--- src/rtl/mem_access.sv ---
// -----------------------------------------------------------------------------
// mem_access : memory stage of the 5-stage pipeline.
//
// Takes the EX->MEM pipeline registers and produces the MEM->WB pipeline
// registers. Loads and stores go out on a data bus that allows one request
// at a time and completes it with a request/acknowledge handshake. The stage
// stalls the upstream pipeline while an access waits for its acknowledge.
// An access that is not acknowledged within ACK_TIMEOUT wait cycles is
// dropped, and bus_err pulses for one cycle.
//
// Ports
//   clk, rst             pipeline clock, asynchronous active-high reset
//   alu_data_mem         effective address for an access, else writeback value
//   mem_we_mem           store byte enables (non-zero = store)
//   reg_d_we_mem         destination register write enable
//   reg_d_addr_mem       destination register
//   reg_d_data_sel_mem   1 = load, 0 = writeback ALU result
//   reg_t_data_mem       store data (rt)
//   stall                combinational hold request to the upstream stages
//   dbus_req/we/addr/wdata  data-bus request side
//   dbus_ack/rdata       data-bus completion side
//   bus_err              one-cycle pulse after a timeout abort
//   reg_d_we_wb/addr_wb/data_wb  MEM->WB pipeline registers
// -----------------------------------------------------------------------------
module mem_access #(
  parameter int ADDR_WIDTH  = 5,
  parameter int DATA_WIDTH  = 32,
  parameter int ACK_TIMEOUT = 255
) (
  input  logic                  clk,
  input  logic                  rst,
  input  logic [DATA_WIDTH-1:0] alu_data_mem,
  input  logic [3:0]            mem_we_mem,
  input  logic                  reg_d_we_mem,
  input  logic [ADDR_WIDTH-1:0] reg_d_addr_mem,
  input  logic                  reg_d_data_sel_mem,
  input  logic [DATA_WIDTH-1:0] reg_t_data_mem,
  output logic                  stall,
  output logic                  dbus_req,
  output logic [3:0]            dbus_we,
  output logic [DATA_WIDTH-1:0] dbus_addr,
  output logic [DATA_WIDTH-1:0] dbus_wdata,
  input  logic                  dbus_ack,
  input  logic [DATA_WIDTH-1:0] dbus_rdata,
  output logic                  bus_err,
  output logic                  reg_d_we_wb,
  output logic [ADDR_WIDTH-1:0] reg_d_addr_wb,
  output logic [DATA_WIDTH-1:0] reg_d_data_wb
);

  typedef enum logic [0:0] {
    ST_IDLE = 1'b0,
    ST_WAIT = 1'b1
  } state_t;

  localparam logic [7:0] TIMEOUT_C = 8'(ACK_TIMEOUT);

  state_t     state_r;
  state_t     state_nxt_s;
  logic [7:0] cnt_r;
  logic [7:0] cnt_nxt_s;

  logic access_s;
  logic is_load_s;
  logic req_s;
  logic stall_s;
  logic complete_s;
  logic abort_s;

  // Replicate store data so the addressed byte lanes carry the right bytes.
  function automatic logic [31:0] lane_rep(input logic [3:0] be, input logic [31:0] rt);
    logic [31:0] res;
    case (be)
      4'b0001, 4'b0010, 4'b0100, 4'b1000: res = {4{rt[7:0]}};
      4'b0011, 4'b1100:                   res = {2{rt[15:0]}};
      default:                            res = rt;
    endcase
    return res;
  endfunction

  // A store takes priority over the load select when both are set.
  assign access_s  = (mem_we_mem != 4'b0000) | reg_d_data_sel_mem;
  assign is_load_s = reg_d_data_sel_mem & (mem_we_mem == 4'b0000);

  // Bus request and stall are forced low while reset is held, so an
  // in-flight request drops at once.
  assign dbus_req   = req_s & ~rst;
  assign stall      = stall_s & ~rst;
  assign dbus_we    = dbus_req ? mem_we_mem : 4'b0000;
  assign dbus_addr  = {alu_data_mem[DATA_WIDTH-1:2], 2'b00};
  assign dbus_wdata = lane_rep(mem_we_mem, reg_t_data_mem);

  // Next-state logic: access handshake, wait counting and timeout abort.
  always_comb begin
    state_nxt_s = state_r;
    cnt_nxt_s   = cnt_r;
    req_s       = 1'b0;
    stall_s     = 1'b0;
    complete_s  = 1'b0;
    abort_s     = 1'b0;
    case (state_r)
      ST_IDLE: begin
        if (access_s) begin
          req_s = 1'b1;
          if (dbus_ack) begin
            complete_s = 1'b1;
          end else begin
            stall_s     = 1'b1;
            state_nxt_s = ST_WAIT;
            cnt_nxt_s   = 8'd1;
          end
        end else begin
          req_s = 1'b0;
        end
      end
      ST_WAIT: begin
        req_s = 1'b1;
        if (dbus_ack) begin
          complete_s  = 1'b1;
          state_nxt_s = ST_IDLE;
          cnt_nxt_s   = 8'd0;
        end else if (cnt_r == TIMEOUT_C) begin
          abort_s     = 1'b1;
          state_nxt_s = ST_IDLE;
          cnt_nxt_s   = 8'd0;
        end else begin
          stall_s   = 1'b1;
          cnt_nxt_s = cnt_r + 8'd1;
        end
      end
      default: begin
        state_nxt_s = ST_IDLE;
        cnt_nxt_s   = 8'd0;
      end
    endcase
  end

  // State and wait counter registers.
  always_ff @(posedge clk or posedge rst) begin
    if (rst) begin
      state_r <= ST_IDLE;
      cnt_r   <= 8'd0;
    end else begin
      state_r <= state_nxt_s;
      cnt_r   <= cnt_nxt_s;
    end
  end

  // MEM->WB registers: a stall or abort inserts a bubble and holds the rest.
  always_ff @(posedge clk or posedge rst) begin
    if (rst) begin
      bus_err       <= 1'b0;
      reg_d_we_wb   <= 1'b0;
      reg_d_addr_wb <= '0;
      reg_d_data_wb <= '0;
    end else begin
      bus_err <= abort_s;
      if (stall_s || abort_s) begin
        reg_d_we_wb <= 1'b0;
      end else begin
        reg_d_we_wb   <= reg_d_we_mem;
        reg_d_addr_wb <= reg_d_addr_mem;
        reg_d_data_wb <= (complete_s && is_load_s) ? dbus_rdata : alu_data_mem;
      end
    end
  end

endmodule

--- config.mk ---
export PLATFORM = sky130hd
export DESIGN_NAME = mem_access
export DESIGN_NICKNAME = d
export VERILOG_FILES = /design/src/rtl/mem_access.sv
export SDC_FILE = /design/constraint.sdc
export NUM_CORES = 1
export LEC_CHECK = 0
export CAP_MARGIN = 5
export CORE_ASPECT_RATIO = 0.7
export CORE_MARGIN = 10
export CORE_UTILIZATION = 39
export CTS_BUF_LIST = sky130_fd_sc_hd__clkbuf_4
export CTS_CLUSTER_DIAMETER = 100
export DETAILED_ROUTE_END_ITERATION = 10
export MAX_ROUTING_LAYER = met4
export PLACE_DENSITY = 0.92
export SETUP_SLACK_MARGIN = 0.3
export SLEW_MARGIN = 20
export SYNTH_ARGS = -nofsm -noshare
export SYNTH_HDL_FRONTEND = slang
export SYNTH_SLANG_ARGS = --single-unit
--- constraint.sdc ---
create_clock -name clk -period 5.35 [get_ports clk]
set_clock_uncertainty 0.15 [all_clocks]
set_input_delay 1.07 -clock clk [delete_from_list [all_inputs] [get_ports clk]]
set_output_delay 1.07 -clock clk [all_outputs]
set_load 0.02 [all_outputs]
==> Word-level counts from Yosys, hierarchy flattened <==
Cells that the tools add are included.
{ "totals": {"in_bits": 110, "regBits": 48, "word_cells": 51, "out_inout_bits": 109} }
{ "op_classes": {"n_eq_ne": 9, "n_reduce_logical": 7, "add_sub_neg": 1, "mux": 22, "n_bitwise": 6} }
{ "op_table": {"columns": ["cell", "count"], "rows": [
  ["32-bit one-hot mux with 2 select lines", 1],
  ["32-bit two-way mux", 1],
  ["8-bit two-way mux", 4],
  ["8-bit one-hot mux with 2 select lines", 1],
  ["1-bit two-way mux", 11],
  ["8-bit by 1-bit adder with 8-bit output, second input constant", 1],
  ["4-bit by 2-bit equality test with 1-bit output, second input constant", 2],
  ["4-bit equality test, second input constant", 2],
  ["8-bit equality test, second input constant", 1],
  ["1-bit one-hot mux with 2 select lines", 3],
  ["4-bit by 1-bit equality test with 1-bit output, second input constant", 1],
  ["4-bit by 3-bit equality test with 1-bit output, second input constant", 1],
  ["4-bit logical NOT", 1],
  ["4-bit two-way mux", 1],
  ["2-bit inequality test, second input constant", 2],
  ["4-bit nonzero test", 1],
  ["4-bit OR reduction", 1],
  ["1-bit bitwise AND", 3],
  ["1-bit NOT", 2],
  ["2-bit AND reduction", 1],
  ["2-bit OR reduction", 1],
  ["1-bit logical AND", 1],
  ["1-bit logical OR", 1],
  ["1-bit OR", 1]
]} }

==> Logic depth before layout (Yosys ltp) <==
Gate-level depths: netlist of run 1.
{ "depth": {"ltp_word": 6, "mapped_depth": 7, "mapped_depth_nobuf": 5} }

==> Least setup slack after synthesis of run 1 <==
Ideal clock, no wire load.
{ "synth_timing": {"kind": "in2out", "from": "in rst", "to": "out stall", "path_stages": 2, "required_time_ns": 4.130, "t_arrival_ns": 2.452, "path_buffers": 0, "setup_slack_ns": 1.678, "cell_sequence": "inv_1 -> and2_1"} }
{ "synth_via": {"elab_chain_len": 2} }
{ "synth_rtl": {"columns": ["item", "line_no", "source"], "rows": [
  ["start: declaration", "31", "input logic rst,"],
  ["1-bit NOT", "88", "assign stall = stall_s & ~rst;"],
  ["1-bit bitwise AND", "88", null],
  ["end: declaration", "38", "output logic stall,"]
]} }
No other way between the ends.

==> Worst setup path after layout of run 1 <==
{ "layout_timing": {"from": "in mem_we_mem[2]", "to": "out dbus_wdata[15]"} }
{ "layout_via": {"elab_chain_len": 3, "elab_cells_between_ends": 9, "classes_between": "6 x eq/ne; 1 x mux; 2 x reduce/logical"} }
{ "layout_rtl": {"columns": ["item", "line_no", "source"], "rows": [
  ["start: declaration", "33", "input logic [3:0] mem_we_mem,"],
  ["4-bit by 1-bit equality test with 1-bit output (tied with other cells)", "73", "case (be)"],
  ["4-bit OR reduction / 2-bit OR reduction (equally long branches)", "73", null],
  ["32-bit one-hot mux with 2 select lines (*)", "73", null],
  ["end: declaration", "42", "output logic [DATA_WIDTH-1:0] dbus_wdata,"]
]} }
Every way passes the cells marked *; elsewhere a longest branch is shown, timed or not.

==> results.json, run 1 <==
{
  "synth_cell_type_count": 42,
  "cts.clk_slew.worst_paths_ns": 0.13,
  "seq_area_mm2": 0.00120,
  "synthCells": 302,
  "route.detailed.drc": 0,
  "synth-simple-area-share": 0.120,
  "syn_to_final_growth_pct": 66.0,
  "die_w_um": 125,
  "gp_congestion": 0.900,
  "netlist_area_mm2": 0.00301,
  "yosysMostFrequentCell": "dfrtp_1",
  "syn_area_per_cell_um2": 9.98,
  "via_count": 2838,
  "synth.area.mux_share": 0.187,
  "start_util": 0.406,
  "synth-edff-count": 0,
  "fin_cells": 576,
  "synthTopCellsByCount": "dfrtp_1, buf_4, nand2_1",
  "stdcell_area_mm2": 0.00500,
  "yosysTopAreaCellShare": 0.399,
  "viasPerCell": 4.93,
  "num-nets-final": 588,
  "yosysWarnings": 0,
  "status": "finished, final reports clean",
  "grt_pass1_wl_um": 16800,
  "multiInputGateArea_mm2": 0.00142,
  "reg2reg_depth": 5,
  "hold_path.class": "reg -> reg",
  "n_fill_cell": 579,
  "synth-main-ff-cell": "dfrtp_1",
  "synthAdderAreaFrac": 0.00415,
  "fin_crit_ns": 4.76,
  "ant_nets": 0,
  "maxCapViolCount": 0,
  "cp-end-kind": "output pin",
  "holdBufCountCts": 0,
  "clock_sinks": 48,
  "core-area_mm2": 0.00742,
  "required_ns": 4.13,
  "antenna_found_initial": 0,
  "whs_path_depth": 2,
  "routedWlPerCell_um": 18.8,
  "place_inst": 568,
  "grt_use_total": 0.179,
  "cts_setup_buffers": 0,
  "path_max_fanout": 9,
  "firstDrtPassIters": 4,
  "power_density_mw_per_mm2": 205,
  "cts-buffers-inserted": 5,
  "holdWs_ns": 0.341,
  "crit_arrival_ns": 3.54,
  "synth-seq-cells": 48,
  "synth_top_family_by_area": "multiplexers",
  "final_util": 0.674,
  "num_antenna_cells": 0,
  "die_y_um": 93.5,
  "rsz0062_at_grt": "false",
  "synth_area_leaders": "dfrtp_1, mux2i_1, buf_4",
  "first_iter_violations": 93,
  "clk_path_buf_depth": 2,
  "cts-resized-gates": 0,
  "fp.dieArea_mm2": 0.0117,
  "htree_levels": 2,
  "worst_ir_drop_vdd_mv": 0.125,
  "clock_latency_ns": 0.34,
  "async_flop_share": 1.00,
  "dpl.hpwl_um": 9280,
  "pin_count": 219,
  "crit_slowest_cell": "clkdlybuf4s50_1",
  "p_leak_nw": 1.92,
  "grt_pass1_vias": 3039,
  "grt_max_degree": 49,
  "rows": 26,
  "cp-start-kind": "input pin",
  "fin_crit_sh": 0.890,
  "grt_overflow": 0,
  "relSlewSlack": 0.342,
  "drv_slew": 0,
  "seq_area_frac_synth": 0.399,
  "synth-xor-area-share": 0.00581,
  "port_buffers": 216,
  "crit_top_cell": "clkdlybuf4s50_1",
  "cts_tree": "built",
  "cpPeakStageDelay_ns": 0.64,
  "hold_viol_final": 0,
  "path_cells": "clkdlybuf4s50_1 > xor2_1 > o21ai_1 > o22ai_2 > buf_4 > mux2_2 > clkdlybuf4s50_1",
  "worst_pin_slew_ns": 0.988,
  "drive_gt1_frac": 0.0921,
  "cts_root_buf": "clkbuf_4",
  "synth_compound_area_frac": 0.147,
  "routed_wl_um": 10900,
  "max_freq_ghz": 0.210,
  "setup_viol": 0,
  "yosys.area.top_type": "dfrtp_1",
  "fin_setup_tns_ns": 0,
  "crit_type": "in -> out",
  "post_dp_cell_area_mm2": 0.00495
}
[path summary, 6_finish.rpt]
path / startpoint / slack, ns / end
setup / recovery: mem_we_mem[2] / 0.59 / dbus_wdata[15]
hold / removal: reg_d_data_wb[23] / 0.34 / reg_d_data_wb[23]
setup reg to reg: state_r / 3.11 / reg_d_data_wb[26]
hold reg to reg: reg_d_data_wb[23] / 0.34 / reg_d_data_wb[23]
max in group asynchronous: rst / 3.46 / reg_d_data_wb[22]
min in group asynchronous: rst / 1.19 / cnt_r[0]
[cell usage in the layout (no fill, tap or decap), types with 2 or more instances in the layout]
cell / n
nor2_1: 9
a21oi_1: 2
clkdlybuf4s50_1: 216
nor2b_1: 6
a31oi_1: 4
mux2_4: 2
dfrtp_1: 48
and2_1: 8
nand2_1: 37
o31ai_1: 2
a221o_1: 8
nand2b_1: 2
o21ai_2: 4
clkbuf_4: 7
and2_0: 2
buf_4: 5
nand4_1: 3
o21ai_1: 27
mux2i_1: 32
o21ai_0: 11
nand3_1: 2
mux2_2: 19
conb_1: 2
[layout make-up]
type | instances | share of cell area
Clock buffer | 7 | 0.0105
Clock inverter | 1 | 0.000750
Inverter | 1 | 0.000750
Multi-Input combinational cell | 200 | 0.284
Sequential cell | 48 | 0.240
Tap cell | 98 | 0.0245
Timing Repair Buffer | 221 | 0.440
[kinds of logic (layout without fill, tap and decap cells)]
group	count (synthesis)	after routing
and+or+nand+nor	74	74
AOI/OAI and AO/OA	68	68
buffers and inverters	55	230
muxes	53	53
DFF	48	48
xor gates and xnor gates	2	2
adders and majority gates	1	1
other	1	2
[registers in the layout, summed over array words and instances (netlist names)]
register,count
state_r,1
reg_d_addr_wb,5
reg_d_we_wb,1
cnt_r,8
bus_err,1
reg_d_data_wb,32
[metrics by stage]
stage / total power [W] / worst slack (ns)
2_1_floorplan: 0.000636 / 1.68
3_3_place_gp: 0.000856 / 0.677
3_5_place_dp: 0.000869 / 0.590
4_1_cts: 0.00104 / 0.584
5_1_grt: 0.00108 / 0.474
6_report: 0.00102 / 0.586
[metal layers]
layer  wire, µm  part of all wire  vias up  global-route usage
li1           -                 -     1384                   -
met1       4330              0.40     1354               0.197
met2       5820              0.54       96               0.330
met3        653             0.060        4              0.0519
met4         45            0.0041        0              0.0163
met5          0                 0        -                   -
[where the power goes]
| group | total (W) | switching [W] | internal (W) |
|---|---|---|---|
| clock | 0.000167 | 0.000106 | 0.0000610 |
| combinational | 0.000439 | 0.000205 | 0.000235 |
| sequential | 0.000418 | 0.0000222 | 0.000396 |
[critical path: cells and delay by family]
kind,cells,cell delay [ns]
AOI/OAI and AO/OA,2,0.49
muxes,1,0.34
xor gates and xnor gates,1,0.20
buffers and inverters,3,1.44
Note: power is estimated with default switching activity, not from simulation.
==> run 2: changes to the inputs <==
--- a/config.mk
+++ b/config.mk
@@ -13,7 +13,7 @@
 export CTS_CLUSTER_DIAMETER = 100
 export DETAILED_ROUTE_END_ITERATION = 10
 export MAX_ROUTING_LAYER = met4
-export PLACE_DENSITY = 0.92
+export PLACE_DENSITY_LB_ADDON = 0.08
 export SETUP_SLACK_MARGIN = 0.3
 export SLEW_MARGIN = 20
 export SYNTH_ARGS = -nofsm -noshare
==> results.json, run 2 (synthesized netlist as in run 1, its figures left out) <==
{
  "num-nets-final": 587,
  "layout.cells.most_common": "clkdlybuf4s50_1",
  "setup_ws_ns": 0.813,
  "cts_tree": "built",
  "setup_viol": 0,
  "worst_pin_slew_ns": 0.987,
  "fin_crit_sh": 0.848,
  "pin_count": 219,
  "die_w_um": 125,
  "crit_type": "in -> out",
  "power_density_mw_per_mm2": 204,
  "grt_pass1_wl_um": 16400,
  "htree_levels": 2,
  "gp_congestion": 0.846,
  "dpl.hpwl_um": 9080,
  "rsz0062_at_grt": "false",
  "largestRegisters": "reg_d_data_wb: 32 flops, cnt_r: 8 flops, reg_d_addr_wb: 5 flops",
  "hold_viol_final": 0,
  "crit_arrival_ns": 3.32,
  "drv_slew": 0,
  "cts.clk_slew.worst_paths_ns": 0.13,
  "worst_ir_drop_vdd_mv": 0.121,
  "routed_wl_um": 10700,
  "cts_root_buf": "clkbuf_4",
  "path_max_fanout": 16,
  "first_iter_violations": 111,
  "relSlewSlack": 0.342,
  "fp.dieArea_mm2": 0.0117,
  "cp-start-kind": "input pin",
  "n_fill_cell": 613,
  "clock_sinks": 48,
  "core-area_mm2": 0.00742,
  "via_count": 2801,
  "hold_start": "reg_d_data_wb[19]",
  "cp-end-kind": "output pin",
  "maxCapViolCount": 0,
  "clk_path_buf_depth": 2,
  "final_cell_mix": "clkdlybuf4s50_1, dfrtp_1, nand2_1, mux2i_1, o21ai_1",
  "die_y_um": 93.5,
  "holdBufCountCts": 0,
  "timing.rr.start": "state_r",
  "ant_nets": 0,
  "hold_path.class": "reg -> reg",
  "timing.critical_path.from": "mem_we_mem[3]",
  "p_leak_nw": 1.91,
  "grt_pass1_vias": 2911,
  "grt_max_degree": 49,
  "route.met3.wl_um": 700,
  "cts_setup_buffers": 0,
  "largest_register": "reg_d_data_wb",
  "route.detailed.drc": 0,
  "syn_to_final_growth_pct": 65.8,
  "required_ns": 4.13,
  "grt_overflow": 0,
  "fin_setup_tns_ns": 0,
  "fin_crit_ns": 4.54,
  "firstDrtPassIters": 4,
  "cts-resized-gates": 0,
  "status": "finished, final reports clean",
  "viasPerCell": 4.87,
  "num_antenna_cells": 0,
  "routedWlPerCell_um": 18.6,
  "rows": 26,
  "cts-buffers-inserted": 5,
  "wl_met2_um": 5740,
  "drt-met1-wl_um": 4200,
  "start_util": 0.406,
  "highest_layer": "met4",
  "antenna_found_initial": 0,
  "max_freq_ghz": 0.220,
  "largest_reg_flops": 32,
  "clock_latency_ns": 0.35,
  "port_buffers": 216,
  "drive_gt1_frac": 0.0901,
  "grt_use_total": 0.177,
  "dp_slack_ns": 0.834
}
## run 2: cell count changes in the layout (fill, tap and decap cells not counted), sizes merged
cell,delta
buf,-1
clkbuf,-1
clkinvlp,+1
## run 2: layout make-up
| cell class | count | area [µm²] | share of cell area |
|---|---|---|---|
| Tap cell | 98 | 123 | 0.0245 |
| Multi-Input combinational cell | 200 | 1420 | 0.284 |
| Timing Repair Buffer | 220 | 2190 | 0.439 |
| Clock buffer | 6 | 45.0 | 0.00902 |
| Inverter | 1 | 3.75 | 0.000752 |
| Sequential cell | 48 | 1200 | 0.240 |
| Clock inverter | 2 | 11.3 | 0.00225 |
## run 2: per-stage QoR
| step | total power, W | hold WS [ns] | utilization | instance area, µm² | cells |
|---|---|---|---|---|---|
| floorplan | 0.000636 | 0.322 | - | 3020 | 303 |
| global placement | 0.000857 | 0.312 | 0.666 | 4940 | 567 |
| detailed placement | 0.000866 | 0.320 | 0.666 | 4940 | 567 |
| CTS | 0.00103 | 0.350 | 0.673 | 4990 | 575 |
| global route | 0.00108 | 0.370 | 0.673 | 4990 | 575 |
| finish | 0.00102 | 0.344 | 0.673 | 4990 | 575 |
## run 2: critical path: stages
cell             delay (ns)
clkdlybuf4s50_1        0.65
xor2_1                 0.20
o21ai_1                0.09
o22ai_2                0.15
buf_4                  0.25
mux2_2                 0.36
clkdlybuf4s50_1        0.54
## run 2: routing by layer
metal / GRT usage / up-vias
met2: 0.328 / 122
met5: - / -
met3: 0.0485 / 4
met1: 0.190 / 1291
li1: - / 1384
met4: 0.0268 / 0
## run 2: power by group
group	switching, W	leakage [nW]	internal (W)
clock	0.000112	0.0293	0.0000553
sequential	0.0000210	0.596	0.000396
combinational	0.000204	1.29	0.000233
## run 2: final timing paths
path | end | slack (ns) | cells after the start
min | reg_d_data_wb[19] | 0.34 | 2
max | dbus_wdata[9] | 0.81 | 7
min in group asynchronous | state_r | 1.18 | 3
min reg2reg | reg_d_data_wb[19] | 0.34 | 2
max reg2reg | reg_d_data_wb[17] | 3.22 | 4
max in group asynchronous | reg_d_data_wb[6] | 3.45 | 3
==> run 3: changes to the inputs <==
--- a/config.mk
+++ b/config.mk
@@ -8,7 +8,7 @@
 export CAP_MARGIN = 5
 export CORE_ASPECT_RATIO = 0.7
 export CORE_MARGIN = 10
-export CORE_UTILIZATION = 39
+export CORE_UTILIZATION = 32
 export CTS_BUF_LIST = sky130_fd_sc_hd__clkbuf_4
 export CTS_CLUSTER_DIAMETER = 100
 export DETAILED_ROUTE_END_ITERATION = 10
==> constraint.sdc (replaced) <==
create_clock -name clk -period 3.9 [get_ports clk]
set_clock_uncertainty 0.15 [all_clocks]
set_input_delay 0.78 -clock clk [delete_from_list [all_inputs] [get_ports clk]]
set_output_delay 0.78 -clock clk [all_outputs]
set_load 0.02 [all_outputs]
==> results.json, run 3 (synthesized netlist as in run 1, its figures left out) <==
{
  "status": "finished, final reports clean",
  "drive_gt1_frac": 0.113,
  "cp-start-kind": "input pin",
  "start_util": 0.331,
  "clock_sinks": 48,
  "fp.dieArea_mm2": 0.0138,
  "largestRegisters": "reg_d_data_wb: 32 flops, cnt_r: 8 flops, reg_d_addr_wb: 5 flops",
  "port_buffers": 216,
  "routed_wl_um": 10600,
  "route.detailed.drc": 0,
  "largest_reg_flops": 32,
  "syn_to_final_growth_pct": 70.3,
  "grt_use_total": 0.147,
  "reg2reg_to": "reg_d_data_wb[31]",
  "htree_levels": 2,
  "rrSetupSlack_ns": 1.95,
  "cp-end-kind": "output pin",
  "rows": 29,
  "final_util": 0.563,
  "first_iter_violations": 140,
  "die_w_um": 136,
  "path_max_fanout": 5,
  "via_count": 2773,
  "largest_register": "reg_d_data_wb",
  "clk_path_buf_depth": 2,
  "p_leak_nw": 2.07,
  "grt_pass1_wl_um": 15700,
  "core-area_mm2": 0.00911,
  "maxCapViolCount": 0,
  "num-nets-final": 595,
  "antenna_found_initial": 0,
  "crit_type": "in -> out",
  "ant_nets": 0,
  "pin_count": 219,
  "timing.rr.start": "state_r",
  "required_ns": 2.97,
  "hold_path.class": "reg -> reg",
  "routedWlPerCell_um": 17.3,
  "post_dp_cell_area_mm2": 0.00506,
  "dpl.hpwl_um": 8900,
  "die_y_um": 101,
  "fin_crit_ns": 3.54,
  "viasPerCell": 4.55,
  "cts_tree": "built",
  "num_antenna_cells": 0,
  "fin_setup_tns_ns": 0,
  "setup_ws_ns": 0.363,
  "worst_ir_drop_vdd_mv": 0.145,
  "rsz0062_at_grt": "true",
  "hold_start": "reg_d_data_wb[22]",
  "hold_viol_final": 0,
  "gp_congestion": 0.836,
  "holdBufCountCts": 0,
  "reg2reg_depth": 5,
  "dp_slack_ns": 0.112,
  "clock_latency_ns": 0.36,
  "grt_pass1_vias": 2713,
  "cts-buffers-inserted": 5,
  "worst_pin_slew_ns": 0.611,
  "drv_slew": 0,
  "setup_viol": 0,
  "final_cell_mix": "clkdlybuf4s50_1, dfrtp_1, nand2_1, mux2i_1, o21ai_1",
  "max_freq_ghz": 0.283,
  "grt_overflow": 0,
  "grt_max_degree": 49,
  "cts.clk_slew.worst_paths_ns": 0.12,
  "firstDrtPassIters": 4,
  "crit_end": "stall",
  "cts_setup_buffers": 0,
  "cts_root_buf": "clkbuf_4",
  "power_density_mw_per_mm2": 284,
  "relSlewSlack": 0.593,
  "fin_crit_sh": 0.907,
  "crit_arrival_ns": 2.61,
  "stdcell_area_mm2": 0.00513,
  "layout.cells.most_common": "clkdlybuf4s50_1",
  "timing.critical_path.from": "mem_we_mem[0]"
}
run 3: metrics by stage:
| step | power (W) | std cells | hold WS, ns |
|---|---|---|---|
| floorplan | 0.000873 | 303 | 0.322 |
| CTS | 0.00148 | 609 | 0.345 |
| global placement | 0.00119 | 601 | 0.312 |
| global route | 0.00154 | 609 | 0.369 |
| detailed placement | 0.00120 | 601 | 0.315 |
| finish | 0.00146 | 609 | 0.340 |
run 3: worst min path at each step:
stage,end,depth (start not counted)
6_report,reg_d_data_wb[22],2
3_5_place_dp,reg_d_data_wb[22],2
4_1_cts,reg_d_data_wb[22],2
3_3_place_gp,reg_d_data_wb[24],2
2_1_floorplan,cnt_r[7],1
5_1_grt,reg_d_data_wb[23],2
run 3: worst max-delay path: stages:
cell	delay, ns
clkdlybuf4s50_1	0.50
or4_1	0.59
nor2_1	0.15
o31ai_1	0.09
and2_1	0.17
dlygate4sd2_1	0.32
run 3: layout make-up:
type,count,area [µm²]
Multi-Input combinational cell,200,1430
Fill cell,805,3980
Inverter,1,3.75
Clock buffer,6,45.0
Clock inverter,2,35.0
Sequential cell,48,1200
Timing Repair Buffer,228,2260
Tap cell,124,155
run 3: routing by layer:
metal | track usage | share of wire | vias up
met4 | 0.0261 | 0.0072 | 0
met1 | 0.164 | 0.40 | 1280
met2 | 0.258 | 0.52 | 89
li1 | - | - | 1396
met3 | 0.0450 | 0.071 | 8
met5 | - | 0 | -
run 3: repair_timing:
item	in CTS	in global routing
cloned	0	0
endpoints found under the setup margin	25	18
resized for setup	26	6
run 3: report_power, final:
| part | switching (W) | internal, W |
|---|---|---|
| clock network | 0.000158 | 0.000142 |
| registers | 0.0000290 | 0.000543 |
| logic | 0.000277 | 0.000310 |
| total | 0.000464 | 0.000994 |
